`src/rtl/ram_bus_arbiter.sv`:
```
// ram_bus_arbiter: CPU/video arbiter and sequencer for a tri-state RAM address mux bank.
// Define RAM_ARB_GUARD_EN to insert one bus-idle GUARD cycle on every owner change.
module ram_bus_arbiter #(
  parameter int ACCESS_CYC = 2,
  parameter int STARVE_LIM = 8
) (
  input  logic clk,
  input  logic rst_n,
  input  logic cpu_req,
  input  logic vid_req,
  output logic mux_sel,
  output logic mux_oe_n,
  output logic cpu_ack,
  output logic vid_ack,
  output logic cpu_wait,
  output logic owner
);

  typedef enum logic [1:0] {
    IDLE  = 2'd0,
    GUARD = 2'd1,
    GRANT = 2'd2
  } state_t;

  localparam logic [3:0] LAST_CNT   = 4'(ACCESS_CYC - 1);
  localparam logic [7:0] STARVE_THR = 8'(STARVE_LIM);

  state_t     state_r, state_s;
  logic [3:0] cnt_r, cnt_s;
  logic [7:0] starve_r, starve_s;
  logic       mux_sel_r, mux_sel_s;
  logic       mux_oe_n_r, mux_oe_n_s;
  logic       cpu_ack_r, cpu_ack_s;
  logic       vid_ack_r, vid_ack_s;
  logic       owner_r, owner_s;
  logic       win_vld_s, win_s, guard_s, last_s, ack_s;

  // Arbitration: CPU wins when video is quiet or once the CPU has starved long enough.
  always_comb begin
    win_vld_s = 1'b0;
    win_s     = owner_r;
    if (cpu_req && ((starve_r >= STARVE_THR) || !vid_req)) begin
      win_vld_s = 1'b1;
      win_s     = 1'b0;
    end else if (vid_req) begin
      win_vld_s = 1'b1;
      win_s     = 1'b1;
    end else begin
      win_vld_s = 1'b0;
      win_s     = owner_r;
    end
  end

`ifdef RAM_ARB_GUARD_EN
  assign guard_s = win_s ^ owner_r;
`else
  assign guard_s = 1'b0;
`endif

  assign last_s = (state_r == GRANT) && (cnt_r == LAST_CNT);

  // Next-state, access counter and registered bus-control values.
  always_comb begin
    state_s    = state_r;
    cnt_s      = cnt_r;
    mux_sel_s  = mux_sel_r;
    owner_s    = owner_r;
    mux_oe_n_s = 1'b1;
    case (state_r)
      IDLE, GRANT: begin
        if ((state_r == GRANT) && !last_s) begin
          state_s    = GRANT;
          cnt_s      = cnt_r + 4'd1;
          mux_oe_n_s = 1'b0;
        end else if (win_vld_s) begin
          // Select and owner move together so the guard cycle already drives the new side.
          owner_s   = win_s;
          mux_sel_s = win_s;
          cnt_s     = 4'd0;
          if (guard_s) begin
            state_s    = GUARD;
            mux_oe_n_s = 1'b1;
          end else begin
            state_s    = GRANT;
            mux_oe_n_s = 1'b0;
          end
        end else begin
          state_s    = IDLE;
          cnt_s      = 4'd0;
          mux_oe_n_s = 1'b1;
        end
      end
      GUARD: begin
        state_s    = GRANT;
        cnt_s      = 4'd0;
        mux_oe_n_s = 1'b0;
      end
      default: begin
        state_s    = IDLE;
        cnt_s      = 4'd0;
        mux_oe_n_s = 1'b1;
      end
    endcase
  end

  assign ack_s     = (state_s == GRANT) && (cnt_s == LAST_CNT);
  assign cpu_ack_s = ack_s & ~owner_s;
  assign vid_ack_s = ack_s & owner_s;

  // Starvation counter: counts CPU waiting cycles, cleared when the CPU is served or idle.
  always_comb begin
    starve_s = starve_r;
    if (!cpu_req) begin
      starve_s = 8'd0;
    end else if ((state_s == GRANT) && !owner_s) begin
      starve_s = 8'd0;
    end else if ((state_r == GRANT) && !owner_r) begin
      starve_s = starve_r;
    end else if (starve_r != 8'hFF) begin
      starve_s = starve_r + 8'd1;
    end else begin
      starve_s = starve_r;
    end
  end

  // State and output registers.
  always_ff @(posedge clk or negedge rst_n) begin
    if (!rst_n) begin
      state_r    <= IDLE;
      cnt_r      <= 4'd0;
      starve_r   <= 8'd0;
      mux_sel_r  <= 1'b0;
      mux_oe_n_r <= 1'b1;
      cpu_ack_r  <= 1'b0;
      vid_ack_r  <= 1'b0;
      owner_r    <= 1'b0;
    end else begin
      state_r    <= state_s;
      cnt_r      <= cnt_s;
      starve_r   <= starve_s;
      mux_sel_r  <= mux_sel_s;
      mux_oe_n_r <= mux_oe_n_s;
      cpu_ack_r  <= cpu_ack_s;
      vid_ack_r  <= vid_ack_s;
      owner_r    <= owner_s;
    end
  end

  assign mux_sel  = mux_sel_r;
  assign mux_oe_n = mux_oe_n_r;
  assign cpu_ack  = cpu_ack_r;
  assign vid_ack  = vid_ack_r;
  assign owner    = owner_r;
  assign cpu_wait = cpu_req & ~cpu_ack_r;

endmodule

```
`config.mk`:
```
export PLATFORM = sky130hd
export DESIGN_NAME = ram_bus_arbiter
export DESIGN_NICKNAME = d
export VERILOG_FILES = /design/src/rtl/ram_bus_arbiter.sv
export SDC_FILE = /design/constraint.sdc
export NUM_CORES = 1
export LEC_CHECK = 0
export BUFFER_PORTS_ARGS = -buffer_cell sky130_fd_sc_hd__buf_2
export CORE_MARGIN = 2
export CORE_UTILIZATION = 53
export CTS_BUF_LIST = sky130_fd_sc_hd__clkbuf_4 sky130_fd_sc_hd__clkbuf_8
export DETAILED_ROUTE_END_ITERATION = 16
export PLACE_DENSITY_LB_ADDON = 0.2
export SYNTH_ARGS = -nofsm -noshare
export SYNTH_HDL_FRONTEND = slang
export SYNTH_SLANG_ARGS = --single-unit
```
`constraint.sdc`:
```
create_clock -name clk -period 1.7 [get_ports clk]
set_input_delay 0 -clock clk [delete_from_list [all_inputs] [get_ports clk]]
set_output_delay 0 -clock clk [all_outputs]
set_load 0.03 [all_outputs]
```
==> qor.yml, run 1 <==
outcome: "complete, but fails checks"
failing_checks: "negative setup slack"
power_mw: 1.84
pwr-share-clk: 0.130
met1_length_um: 841
worst_reg2reg_path_endpoint: "vid_ack$_DFF_PN0_"
final_min_period_over_clock_period: 1.08
max_freq_ghz: 0.545
gp_routability_congestion: 0.823
num_antenna_cells: 0
grt-ovfl-total: 0
drtPass1Iterations: 4
syn_area_um2: 896
ys.warnings.count: 0
vias: 798
ys_seq_area_frac: 0.504
final_critical_path_setup_slack_ns: -0.136
grt_first_pass_wirelength_mm: 3.44
wire_per_inst_um: 16.1
crit_path_start_kind: "flip-flop"
timing.critical_path.cells: "or4_4, or3_4, a32oi_4, and4bb_1"
fin_worst_skew_ns: 0.00957
final.fill_count: 97
post_synth_top_cells: "sky130_fd_sc_hd__dfrtp_1 (17), sky130_fd_sc_hd__nor2_1 (13), sky130_fd_sc_hd__inv_1 (7), sky130_fd_sc_hd__nand2_1 (7), sky130_fd_sc_hd__xnor2_1 (5)"
critical_path_required_time_ns: 1.94
met3WireLength_um: 117
floorplan.die.height_um: 45.1
timing.max_slew.rel_slack: 0.733
cp-end-kind: "flip-flop"
post_route_cells_drive_above_1_share: 0.358
met2_wirelength_mm: 1.17
final_net_count: 129
cell_internal_pwr_mw: 1.08
cpLargestDelayFamily: "simple AND/OR/NAND/NOR gates"
timing.hold.worst.class: "primary input to async pin"
postSynthCellCount: 89
portBuffers: 9
start_util: 0.581
route.top_layer_used: "met4"
cts.htree.levels: 1
std_cell_rows: 14
period_needed_ns: 1.84
cts_inserted_buffers: 3
die-width_um: 45.1
data_arrival_at_the_endpoint_of_the_critical_path_ns: 2.07
yosys_most_used_dff: "sky130_fd_sc_hd__dfrtp_1"
clock_latency_ns: 0.30
crit_buf_inv: 0
synth_async_sr_flop_share: 1.00
synthesis.area_per_instance_um2: 10.1
placeableCoreArea_um2: 1540
power.density_cell_area_nw_per_um2: 1500
synth.most_common_cell: "sky130_fd_sc_hd__dfrtp_1"
grt_use_total: 0.241
number_of_global_route_vias_before_repair: 751
hpwlAfterDp_mm: 1.42
flow.area_growth_from_synthesis_pct: 37.0
timing.reg2reg.setup_slack_ns: -0.14
finish_stage_setup_viols: 3
ys_ff_latch: 18
synth_largest_type_area_fraction: 0.475
synth-edff-count: 0
final_max_slew_viol_count: 0
tritoncts_num_sinks: 18
peakVddDrop_mv: 1.16
timing.critical_path.slowest_cell_delay_ns: 0.56
mappedNetlistNets: 97
drt-total-wl_mm: 2.19
tritoncts_clock_tree: "built"
drtAntennaViolNets: 0
drt-initial-drc-count: 25
power_frac_seq: 0.335
hold_violations: 0
reg2reg_from: "starve_r[4]$_DFFE_PN0P_"
switchingPower_mw: 0.766
number_of_antenna_violations_at_the_first_check_in_global_routing: 0
critical_path_class: "flip-flop to flip-flop"
synth.top_cells.by_area: "sky130_fd_sc_hd__dfrtp_1 (47%), sky130_fd_sc_hd__ha_1 (5.6%), sky130_fd_sc_hd__nor2_1 (5.4%), sky130_fd_sc_hd__xnor2_1 (4.9%), sky130_fd_sc_hd__dfstp_2 (2.9%)"
drc_errors: 0
design.portCount: 10
r2r_cells: 4
cts.clk_slew.worst_paths_ns: 0.10
via_per_inst: 5.87
crit_path_top_delay_cell: "sky130_fd_sc_hd__or4_4"
p_sw_frac: 0.416
hold-worst-slack_ns: 0.143
maximum_number_of_pins_on_one_net_before_global_route_repair: 19
p_leak_nw: 0.559
p_comb_frac: 0.535
setup_repair_after_global_routing_missed_its_margin: "yes"
root_buffer: "sky130_fd_sc_hd__clkbuf_4"
cts_max_path_buffers: 2
drv.max_cap_violation_count: 0
worst_pin_slew_ns: 0.397
netlist.top_cell.by_area: "sky130_fd_sc_hd__dfrtp_1"
synth_cell_type_count: 29
die-area_um2: 2040
total_neg_setup_slack_ns: -0.294
critical_path.max_fanout: 3
flip-flops by register name (all words and copies together), names as in the netlist:
| signal | count |
|---|---|
| cnt_r | 4 |
| cpu_ack | 1 |
| mux_oe_n | 1 |
| mux_sel | 1 |
| owner | 1 |
| starve_r | 8 |
| state_r | 1 |
| vid_ack | 1 |
how the worst max path moves through the flow:
stage / from / to / depth (start not counted)
after CTS: starve_r[4]$_DFFE_PN0P_ / vid_ack$_DFF_PN0_ / 4
after floorplan: starve_r[4]$_DFFE_PN0P_ / vid_ack$_DFF_PN0_ / 4
after global routing: starve_r[4]$_DFFE_PN0P_ / vid_ack$_DFF_PN0_ / 4
after global placement: starve_r[4]$_DFFE_PN0P_ / vid_ack$_DFF_PN0_ / 4
after detailed placement: cnt_r[1]$_DFF_PN0_ / cpu_ack$_DFF_PN0_ / 7
final: starve_r[4]$_DFFE_PN0P_ / vid_ack$_DFF_PN0_ / 4
placed cells by master (no fill, tap or decap), types with 2 or more instances in the layout:
cell type and instances:
sky130_fd_sc_hd__nand2_1 6, sky130_fd_sc_hd__mux2i_1 2, sky130_fd_sc_hd__dfrtp_1 17, sky130_fd_sc_hd__nor2_2 2, sky130_fd_sc_hd__ha_1 3, sky130_fd_sc_hd__nor4_1 3, sky130_fd_sc_hd__dlygate4sd3_1 3, sky130_fd_sc_hd__buf_4 14
sky130_fd_sc_hd__nand4_1 3, sky130_fd_sc_hd__nor2b_1 2, sky130_fd_sc_hd__xnor2_1 5, sky130_fd_sc_hd__inv_1 6, sky130_fd_sc_hd__nand3_1 3, sky130_fd_sc_hd__nor2_1 11, sky130_fd_sc_hd__a21oi_1 2, sky130_fd_sc_hd__o21ai_0 3
sky130_fd_sc_hd__clkbuf_4 4, sky130_fd_sc_hd__buf_2 9
power by group through the flow:
stage               registers [mW]  clock network, mW  logic (mW)
CTS                          0.606              0.247       0.803
detailed placement           0.616                  0       0.779
finish                       0.617              0.239       0.986
global route                 0.633              0.260        1.06
floorplan                    0.706                  0       0.408
global placement             0.611                  0       0.756
timing repair:
| action | CTS | global route |
|---|---|---|
| setup endpoints to repair | 10 | 12 |
| setup buffers | 1 | 2 |
| hold buffers | 3 | 0 |
| resized for setup | 1 | 11 |
| endpoints found under the hold margin | 21 | 0 |
| pin swaps | 1 | 11 |
routing by layer:
metal | vias to the layer above | GRT usage
met2 | 36 | 0.383
met1 | 381 | 0.318
met3 | 6 | 0.0560
met4 | 0 | 0.0941
li1 | 375 | -
met5 | - | 0
cell families after synthesis:
logic type / synth area share
adders and majority gates: 0.0559
DFF: 0.504
muxes: 0.0223
xor gates and xnor gates: 0.0587
and+or+nand+nor: 0.254
AOI/OAI and AO/OA: 0.0754
buffers and inverters: 0.0293
per-stage QoR:
| stage | std cells | utilization | instance area (um^2) | setup slack, ns |
|---|---|---|---|---|
| after floorplan | 89 | - | 928 | -0.0262 |
| after global placement | 126 | 0.703 | 1080 | -0.0530 |
| after detailed placement | 126 | 0.703 | 1080 | -0.0910 |
| after CTS | 134 | 0.751 | 1160 | -0.113 |
| after global routing | 136 | 0.796 | 1230 | -0.198 |
| final | 136 | 0.796 | 1230 | -0.136 |
final cells by class:
cell class	instances	area, um^2	share of cell area
clock buffers	4	30.0	0.0245
well taps	16	20.0	0.0163
repair buffers	27	191	0.156
inverters	7	26.3	0.0214
flip-flops and latches	18	452	0.368
multi-input cells	64	508	0.414
No activity file was read; power rests on OpenSTA's default activity.
==> run 2: changes to the inputs <==
CORE_UTILIZATION = 50   (was 53)
CTS_BUF_LIST = sky130_fd_sc_hd__clkbuf_16   (was sky130_fd_sc_hd__clkbuf_4 sky130_fd_sc_hd__clkbuf_8)
PLACE_DENSITY = 0.77   (was not set)
PLACE_DENSITY_LB_ADDON = not set   (was 0.2)
==> qor.yml, run 2 (synthesis results as in run 1) <==
critical_path.max_fanout: 3  # unchanged
portBuffers: 9  # unchanged
hold_violations: 0  # unchanged
final_net_count: 124  # -3.9%
floorplan.die.height_um: 46.3  # +2.7%
placeableCoreArea_um2: 1710  # +11%
grt-ovfl-total: 0  # unchanged
finish_stage_setup_viols: 5  # +2
period_needed_ns: 1.81  # -0.0220 ns
crit_path_top_delay_cell: "sky130_fd_sc_hd__or4_4"
cts.clk_slew.worst_paths_ns: 0.05  # -0.05 ns
whs_path_depth: 2
drtAntennaViolNets: 0  # unchanged
reg2reg_from: "starve_r[4]$_DFFE_PN0P_"
timing.max_slew.rel_slack: 0.715  # -0.0177
wire_per_inst_um: 15.7  # -2.5%
final_critical_path_setup_slack_ns: -0.114  # +0.0220 ns
max_freq_ghz: 0.551  # +1.2%
drt-initial-drc-count: 29  # +16%
maximum_number_of_pins_on_one_net_before_global_route_repair: 19  # unchanged
peakVddDrop_mv: 0.909  # -21%
worst_reg2reg_path_endpoint: "vid_ack$_DFF_PN0_"
largest_register_ff_count: 8  # unchanged
flow.area_growth_from_synthesis_pct: 39.1
fin_util: 0.730  # -0.0666
die-width_um: 46.3  # +2.7%
power.density_cell_area_nw_per_um2: 1620  # +8.0%
final.fill_count: 95  # -2.1%
outcome: "complete, but fails checks"
root_buffer: "sky130_fd_sc_hd__clkbuf_16"
hpwlAfterDp_mm: 1.38  # -2.9%
final_max_slew_viol_count: 0  # unchanged
data_arrival_at_the_endpoint_of_the_critical_path_ns: 2.00  # -0.07 ns
drt-total-wl_mm: 2.20  # +0.41%
cts_inserted_buffers: 3  # unchanged
via_per_inst: 5.68  # -3.2%
die-area_um2: 2150  # +5.5%
reg.largest.list: "starve_r: 8 flops, cnt_r: 4 flops"
r2r_cells: 4  # unchanged
vias: 795  # -0.38%
post_dp_cell_area_um2: 1090  # +1.0%
number_of_antenna_violations_at_the_first_check_in_global_routing: 0  # unchanged
timing.hold.worst.class: "primary input to flip-flop"
min_from: "cpu_req"
crit_path_start_kind: "flip-flop"
drv.max_cap_violation_count: 0  # unchanged
hold-worst-slack_ns: 0.0776  # -0.0655 ns
critical_path_class: "flip-flop to flip-flop"
start_util: 0.525  # -0.0566
design.portCount: 10  # unchanged
timing.reg2reg.setup_slack_ns: -0.11  # +0.02 ns
max_flop_register: "starve_r"
fin_worst_skew_ns: 0.00575  # -0.00382 ns
tritoncts_num_sinks: 18  # unchanged
worst_pin_slew_ns: 0.424  # +0.0270 ns
num_antenna_cells: 0  # unchanged
worst_hold_path.endpoint: "mux_sel$_DFFE_PN0P_"
postCtsSetupBuffers: 0  # -1
total_neg_setup_slack_ns: -0.166  # +0.128 ns
number_of_global_route_vias_before_repair: 701  # -6.7%
layout_commonest_cell: "sky130_fd_sc_hd__dfrtp_1"
power_mw: 2.02  # +9.6%
finalNonFillerCells: 140  # +2.9%
most-common-layout-cells: "sky130_fd_sc_hd__dfrtp_1 (17), sky130_fd_sc_hd__buf_4 (11), sky130_fd_sc_hd__buf_2 (9)"
dpl.cell_count: 135  # +7.1%
drtPass1Iterations: 4  # unchanged
timing.critical_path.slowest_cell_delay_ns: 0.57  # about the same
failing_checks: "negative setup slack"
cts_max_path_buffers: 2  # unchanged
std_cell_rows: 15  # +1
tritoncts_clock_tree: "built"
drc_errors: 0  # unchanged
total_area_of_multi_input_combinational_cells_um2: 509  # +0.25%
final_cell_area_um2: 1250  # +1.5%
seqCellArea_um2: 452  # unchanged
final_min_period_over_clock_period: 1.07  # -0.0130
detailedPlace.worstSlack_ns: -0.0891  # +0.00191 ns
setup_repair_after_global_routing_missed_its_margin: "yes"
cp-end-kind: "flip-flop"
timing.critical_path.cells: "or4_4, or3_4, a32oi_4, and4bb_1"
grt_first_pass_wirelength_mm: 3.16  # -8.0%
cts.htree.levels: 1  # unchanged
gp_routability_congestion: 0.828  # +0.58%
grt_use_total: 0.215  # -0.0254
critical_path_required_time_ns: 1.89  # -0.05 ns
clock_latency_ns: 0.25  # -0.05 ns
post_route_cells_drive_above_1_share: 0.374  # +0.0156
p_leak_nw: 0.554  # -0.93%
## run 2: cell types whose count changed in the layout (fill, tap and decap cells not counted), sizes merged
cell         previous run  this run
clkbuf                  4         3
buf                    24        21
dlygate4sd3             3         1
inv                     7         8
## run 2: power breakdown
part	switching, mW	internal (mW)
clock	0.158	0.312
combinational	0.530	0.401
sequential	0.0785	0.540
total	0.767	1.25
## run 2: worst max-delay path by stage
stage,start,endpoint,depth (start not counted)
2_1_floorplan,starve_r[4]$_DFFE_PN0P_,vid_ack$_DFF_PN0_,4
3_3_place_gp,starve_r[4]$_DFFE_PN0P_,vid_ack$_DFF_PN0_,4
3_5_place_dp,starve_r[4]$_DFFE_PN0P_,vid_ack$_DFF_PN0_,4
4_1_cts,starve_r[4]$_DFFE_PN0P_,vid_ack$_DFF_PN0_,4
5_1_grt,starve_r[4]$_DFFE_PN0P_,vid_ack$_DFF_PN0_,4
6_report,starve_r[4]$_DFFE_PN0P_,vid_ack$_DFF_PN0_,4
## run 2: worst max-delay path: cells and delay by family, from the launching register on
kind	cells	cell delay, ns
flops	1	0.38
simple gates	3	1.16
compound gates	1	0.22
## run 2: per-layer routing
metal / up-vias / share of wire / track usage / wire [um]
li1: 363 / - / - / -
met1: 378 / 0.41 / 0.292 / 898
met2: 43 / 0.49 / 0.322 / 1080
met3: 11 / 0.071 / 0.0471 / 156
met4: 0 / 0.027 / 0.103 / 59
met5: - / 0 / 0 / 0
## run 2: repair_timing
item	CTS	global route
resized for setup	0	15
hold endpoints to repair	18	0
pin swaps	0	10
hold buffers	1	0
setup endpoints to repair	9	10
## run 2: final cells by class
class | instances | area share
clock buffers | 3 | 0.0602
clock inverters | 1 | 0.00301
inverters | 7 | 0.0211
multi-input cells | 64 | 0.409
flip-flops and latches | 18 | 0.362
well taps | 25 | 0.0251
repair buffers | 22 | 0.119
